### src/rtl/demux_1to4_pkg.sv
// Shared constants for the 1-to-4 demultiplexer and its channel counters.
package demux_1to4_pkg;

  localparam int N_OUT     = 4;
  localparam int SEL_W     = 2;
  localparam int CNT_W_DEF = 8;

endpackage

### src/rtl/demux_1to4_dec.sv
// Combinational decoder steering din onto the output line picked by sel.
module demux_1to4_dec
  import demux_1to4_pkg::*;
(
  input  logic             din_i,
  input  logic [SEL_W-1:0] sel_i,
  output logic [N_OUT-1:0] y_o
);

  // Route din to the selected line; every other line is held low.
  always_comb begin
    y_o = {N_OUT{1'b0}};
    case (sel_i)
      2'b00:   y_o = {3'b000, din_i};
      2'b01:   y_o = {2'b00, din_i, 1'b0};
      2'b10:   y_o = {1'b0, din_i, 2'b00};
      2'b11:   y_o = {din_i, 3'b000};
      default: y_o = {N_OUT{1'b0}};
    endcase
  end

endmodule

### src/rtl/demux_1to4.sv
// 1-to-4 demux with a registered copy of the output and saturating
// per-channel activity counters.
module demux_1to4
  import demux_1to4_pkg::*;
#(
  parameter int CNT_W = CNT_W_DEF
) (
  input  logic                   clk,
  input  logic                   rst_n,
  input  logic                   din,
  input  logic [SEL_W-1:0]       sel,
  input  logic                   cnt_clr,
  output logic [N_OUT-1:0]       y,
  output logic [N_OUT-1:0]       y_q,
  output logic [N_OUT*CNT_W-1:0] ch_cnt
);

  localparam logic [CNT_W-1:0] CNT_MAX  = {CNT_W{1'b1}};
  localparam logic [CNT_W-1:0] CNT_ZERO = {CNT_W{1'b0}};
  localparam logic [CNT_W-1:0] CNT_ONE  = CNT_W'(1'b1);

  logic [N_OUT-1:0] y_q_d;

  demux_1to4_dec u_dec (
    .din_i (din),
    .sel_i (sel),
    .y_o   (y)
  );

  assign y_q_d = y;

  // Registered copy of the decoder output.
  always_ff @(posedge clk or negedge rst_n) begin
    if (!rst_n) begin
      y_q <= {N_OUT{1'b0}};
    end else begin
      y_q <= y_q_d;
    end
  end

  for (genvar i = 0; i < N_OUT; i++) begin : g_ch
    logic [CNT_W-1:0] cnt_q;
    logic [CNT_W-1:0] cnt_d;

    // Clear beats increment; a line-active cycle bumps the count until it saturates.
    always_comb begin
      cnt_d = cnt_q;
      if (cnt_clr) begin
        cnt_d = CNT_ZERO;
      end else if (y[i] && (cnt_q != CNT_MAX)) begin
        cnt_d = cnt_q + CNT_ONE;
      end else begin
        cnt_d = cnt_q;
      end
    end

    // Channel activity counter state.
    always_ff @(posedge clk or negedge rst_n) begin
      if (!rst_n) begin
        cnt_q <= CNT_ZERO;
      end else begin
        cnt_q <= cnt_d;
      end
    end

    assign ch_cnt[i*CNT_W +: CNT_W] = cnt_q;
  end

endmodule

### config.mk
export PLATFORM = sky130hd
export DESIGN_NAME = demux_1to4
export DESIGN_NICKNAME = d
export VERILOG_FILES = /design/src/rtl/demux_1to4_pkg.sv /design/src/rtl/demux_1to4_dec.sv /design/src/rtl/demux_1to4.sv
export SDC_FILE = /design/constraint.sdc
export NUM_CORES = 1
export LEC_CHECK = 0
export BUFFER_PORTS_ARGS = -buffer_cell sky130_fd_sc_hd__buf_4
export CAP_MARGIN = 20
export CORE_ASPECT_RATIO = 1.75
export CORE_MARGIN = 2
export CORE_UTILIZATION = 45
export CTS_CLUSTER_SIZE = 10
export DETAILED_ROUTE_END_ITERATION = 8
export PLACE_DENSITY = 0.78
export SYNTH_ARGS = -nofsm -noshare
export SYNTH_HDL_FRONTEND = slang
export SYNTH_SLANG_ARGS = --single-unit
### constraint.sdc
create_clock -name clk -period 2.95 [get_ports clk]
set_input_delay 0.1475 -clock clk [delete_from_list [all_inputs] [get_ports clk]]
set_output_delay 0.1475 -clock clk [all_outputs]
set_load 0.005 [all_outputs]
-- Word level (Yosys, flattened, before mapping)
Index checks and enable logic that the tools add are counted.
- add/subtract/negate cells: 4
- eq/ne operators: 7
- multiplexer cells: 9
- reduce and logical (&&, ||, !) cells: 9
- operators with widths (kind ; count):
    two-way mux 8 bit ; 8
    adder 8 x 1 -> 8 bit, second input constant ; 4
    != test 8 bit, second input constant ; 4
    case mux 4 bit (4 select lines) ; 1
    nonzero test 2 bit ; 4
    == test 2 bit, second input constant ; 2
    logical AND 1 bit ; 4
    == test 2 x 1 -> 1 bit, second input constant ; 1
    zero test 2 bit ; 1
- register bits after elaboration: 36
- bits of input ports: 6
- output and inout bits: 40
- logic and storage cells: 34

-- Longest topological paths before layout
- word-level depth: 5
- mapped depth: 5
- depth with buffers taken out: 5

-- Modules after synthesis
From an unflattened synthesis, not the netlist that was laid out.
- cells, all modules: 183
- area total of the unflattened synthesis: 1956.9 um^2
- by module, submodules not included (module ; instances ; cells each ; area an instance (um^2) ; sequential area each (um^2)):
    demux_1to4 ; 1 ; 179 ; 1919.3 ; 900.9
    demux_1to4_dec ; 1 ; 4 ; 37.5 ; 0.0

-- Worst setup path after synthesis
OpenSTA, ideal clock, no wires.
- path kind: reg-to-reg
- from: register g_ch[2].cnt_q[0]
- to: register g_ch[2].cnt_q[1]
- setup time: 0.132 ns
- arrival: 1.423 ns
- required time: 2.818 ns
- slack: 1.395 ns
- cell stages (with the launch flop): 6
- buffers on the path: 0
- clock period less this slack: 1.555 ns
- path through: dfrtp_1 ha_1 nand2_1 o31ai_1 mux2i_1 nor2_1
- word-level cells in the longest chain between the ends: 3
- elaborated cells between the ends (all ways): 6
- those cells by class: 1 x add/sub; 1 x eq/ne; 2 x mux; 2 x reduce/logical
- ends and longest elaborated chain (item ; line ; RTL):
    start, declared ; demux_1to4.sv:42 ; logic [CNT_W-1:0] cnt_q;
    start signal, assigned ; demux_1to4.sv:62 ; cnt_q <= cnt_d;
    adder 8 x 1 -> 8 bit / != test 8 bit (equally long branches) ; demux_1to4.sv:51, demux_1to4.sv:50 ;
    two-way mux 8 bit / logical AND 1 bit (equally long branches) ; demux_1to4.sv:50 ; end else if (y[i] && (cnt_q != CNT_MAX)) begin
    two-way mux 8 bit / nonzero test 2 bit (equally long branches) ; -- ;
Several ways; a longest one is shown, not always the timed one. The select of a mux whose other input is x is not followed.
A chain may end at the register's enable or synchronous reset.

-- Worst setup path in the final report
Same ends and word-level chain as after synthesis.

==> metrics.yaml <==
status: "completed"
yosysTopAreaCell: "dfrtp_1"
setup_viol: 0
cts.clk_slew.worst_paths_ps: 70
synth_area_leaders: "dfrtp_1 (50%), nor2_1 (6.3%), mux2i_1 (5.0%)"
ys_types: 35
placementRows: 30
synth_area_sq_um: 1800
synthFlopType: "dfrtp_1"
syn_nets: 195
cts.htree.levels: 2
seq_power_share_pct: 56.1
fp.dieW_microns: 51.8
routed_wl_mm: 3.99
gp_congestion: 0.838
vias_per_cell: 5.67
die_area_sq_um: 4540
drv_cap: 0
grt.total_usage_pct: 19.4
rsz0062_at_grt: "no"
cts_tree: "yes"
max_stage_delay_ps: 530
synth_seq_cells: 36
final_core_util_pct: 58.7
die_h_microns: 87.6
yosysSeqAreaShare_pct: 50.1
critPathSlowestCell: "o31ai_1"
switching_share_pct: 24.0
drc: 0
avgRoutedWirePerCell_microns: 14.2
fin_worst_skew_ps: 3.28
async_flop_share_pct: 100
power_switching_w: 0.000216
synth-edff-count: 0
hpwl_mm: 2.78
p_clk_share_pct: 37.3
hold_class: "in -> reg"
crit_arrival_ps: 1880
leakagePower_nw: 1.06
post-place-ws_ps: 1260
nNetsFinal: 244
ant_nets: 0
gr-total-overflow: 0
vdd_ir_drop_max_v: 0.000287
period_needed_ps: 1710
fin_crit_sh_pct: 58.1
worstSetupStartpointType: "flip-flop"
antenna_found_initial: 0
place_inst: 274
layout_setup_ws_ps: 1240
clock_latency_ps: 290
tightestPinTransition_ps: 530
coreArea_sq_um: 3870
antenna_cells: 0
vias: 1600
p_int_w: 0.000685
cts_made_buffers: 5
fmaxAchievable_mhz: 584
r2r_cells: 5
io_pins: 46
crit_type: "reg -> reg"
cts_sinks: 36
worstSetupEndpointType: "flip-flop"
cts_root_buf: "clkbuf_8"
r2r_slack_ps: 1240
yosys.area.top_type_share_pct: 50.1
instances_no_fill: 282
port-buffer-count: 45
syn_inst: 185
cts_buffer_depth: 2
path_cells: "ha_1 > nand2_1 > o31ai_1 > mux2i_1 > nor2_1"
min_to: "y_q[3]$_DFF_PN0_"
combPwrFrac_pct: 6.6
hold_depth: 2
power_density_nw_per_um2: 397
worstPathRequired_ps: 3120
synth_area_per_cell_sq_um: 9.72
cts_resized: 0
hold_path.startpoint: "sel[0]"
drv_slew: 0
drive_above_1_share_pct: 24.4
area_delta_synth_final_pct: 26.2
slew_headroom_pct: 64.3
rr_startpoint: "g_ch[2].cnt_q[0]$_DFFE_PN0P_"
synth_warnings: 0
grt_pass1_wl_mm: 6.60
dr.pass1.iters: 6
grt_start_max_net_pins: 37
hold_viol: 0
drtIter0Drc: 36
final.setup.tns_ps: 0
rr_endpoint: "g_ch[2].cnt_q[1]$_DFFE_PN0P_"
initial_core_util_pct: 46.5
grt_pass1_vias: 1456
path_max_fanout: 6
worst max-delay path: cells and delay by family (launching register included):
kind            cells  cell delay (ps)
mux                 1              250
flops               1              430
fa+ha+maj           1              190
compound gates      1              530
simple gates        2              190
metrics by stage:
stage | instance area [sq um] | hold WS, ps | total power, W
after floorplan | 1800 | -148 | 0.000538
after global placement | 2180 | 136 | 0.000574
after detailed placement | 2180 | 135 | 0.000575
after CTS | 2270 | 238 | 0.000910
after global routing | 2270 | 256 | 0.000934
final | 2270 | 238 | 0.000901
synthesized netlist by cell type (2+ instances only):
master and count:
a211oi_1 3, a21oi_1 8, a311oi_1 2, a31oi_1 2, and3_1 3, and3b_2 2
clkbuf_1 4, dfrtp_1 36, ha_1 4, mux2i_1 9, nand2_1 17, nand3_1 7
nand4_1 7, nand4b_1 2, nor2_1 30, nor2b_1 4, nor3_1 16, nor3b_1 2
o21ai_0 4, o311a_1 2, o31ai_1 2, or3_1 2, xor2_1 5
worst max path at each step:
| stage | start | to | slack, ps | cells past startpoint |
|---|---|---|---|---|
| 4_1_cts | g_ch[2].cnt_q[0]$_DFFE_PN0P_ | g_ch[2].cnt_q[1]$_DFFE_PN0P_ | 1240 | 5 |
| 6_report | g_ch[2].cnt_q[0]$_DFFE_PN0P_ | g_ch[2].cnt_q[1]$_DFFE_PN0P_ | 1240 | 5 |
| 5_1_grt | g_ch[2].cnt_q[0]$_DFFE_PN0P_ | g_ch[2].cnt_q[1]$_DFFE_PN0P_ | 1090 | 5 |
| 2_1_floorplan | g_ch[2].cnt_q[0]$_DFFE_PN0P_ | g_ch[2].cnt_q[1]$_DFFE_PN0P_ | 1390 | 5 |
| 3_5_place_dp | g_ch[2].cnt_q[0]$_DFFE_PN0P_ | g_ch[2].cnt_q[1]$_DFFE_PN0P_ | 1260 | 5 |
| 3_3_place_gp | g_ch[3].cnt_q[0]$_DFFE_PN0P_ | g_ch[3].cnt_q[1]$_DFFE_PN0P_ | 1320 | 5 |
area by class of cell:
| cell class | count | area (sq um) |
|---|---|---|
| Clock buffer | 6 | 72.6 |
| Clock inverter | 1 | 5.00 |
| Fill cell | 356 | 1600 |
| Inverter | 1 | 5.00 |
| Multi-Input combinational cell | 144 | 877 |
| Sequential cell | 36 | 901 |
| Tap cell | 48 | 60.1 |
| Timing Repair Buffer | 46 | 348 |
sequential cells by signal (all words and copies together) (netlist names):
register    flops
g_ch.cnt_q     32
y_q             4
cells by family after synthesis:
family                   synth area share, %
AO/OA/AOI/OAI                           11.2
buffers and inverters                   1.11
multiplexers                            5.01
XOR/XNOR                                2.44
flip-flops                              50.1
AND/OR/NAND/NOR                         27.3
adder cells (fa/ha/maj)                 2.78
repair_timing:
action | 4_1_cts | 5_1_grt
buffers inserted | 0 | 0
hold buffers | 1 | 0
endpoints found under the hold margin | 36 | 0
layer usage:
layer  global-route usage (%)  part of all wire (%)
met4                     10.8                   2.2
met5                        0                     0
met3                     3.92                   4.6
met2                     32.9                    53
met1                     22.5                    41
power groups by stage:
stage	registers, W	clock network [W]	logic, W
final	0.000505	0.000336	0.0000590
after global routing	0.000506	0.000361	0.0000666
after CTS	0.000505	0.000343	0.0000611
after detailed placement	0.000515	0	0.0000597
after global placement	0.000514	0	0.0000595
after floorplan	0.000515	0	0.0000234
cell usage in the layout, fill, tap and decap left out, drive strengths merged, types with 3 or more instances in the layout:
| cell type | n |
|---|---|
| a21oi | 8 |
| nor3 | 16 |
| nand3 | 7 |
| nand2 | 17 |
| and3 | 4 |
| dfrtp | 36 |
| nand4 | 7 |
| and3b | 3 |
| o21ai | 4 |
| o31ai | 3 |
| clkbuf | 6 |
| ha | 4 |
| mux2i | 9 |
| nor2b | 4 |
| buf | 45 |
| nor2 | 30 |
| xor2 | 5 |
| a211oi | 3 |
Power figures use the tool's default switching activity.
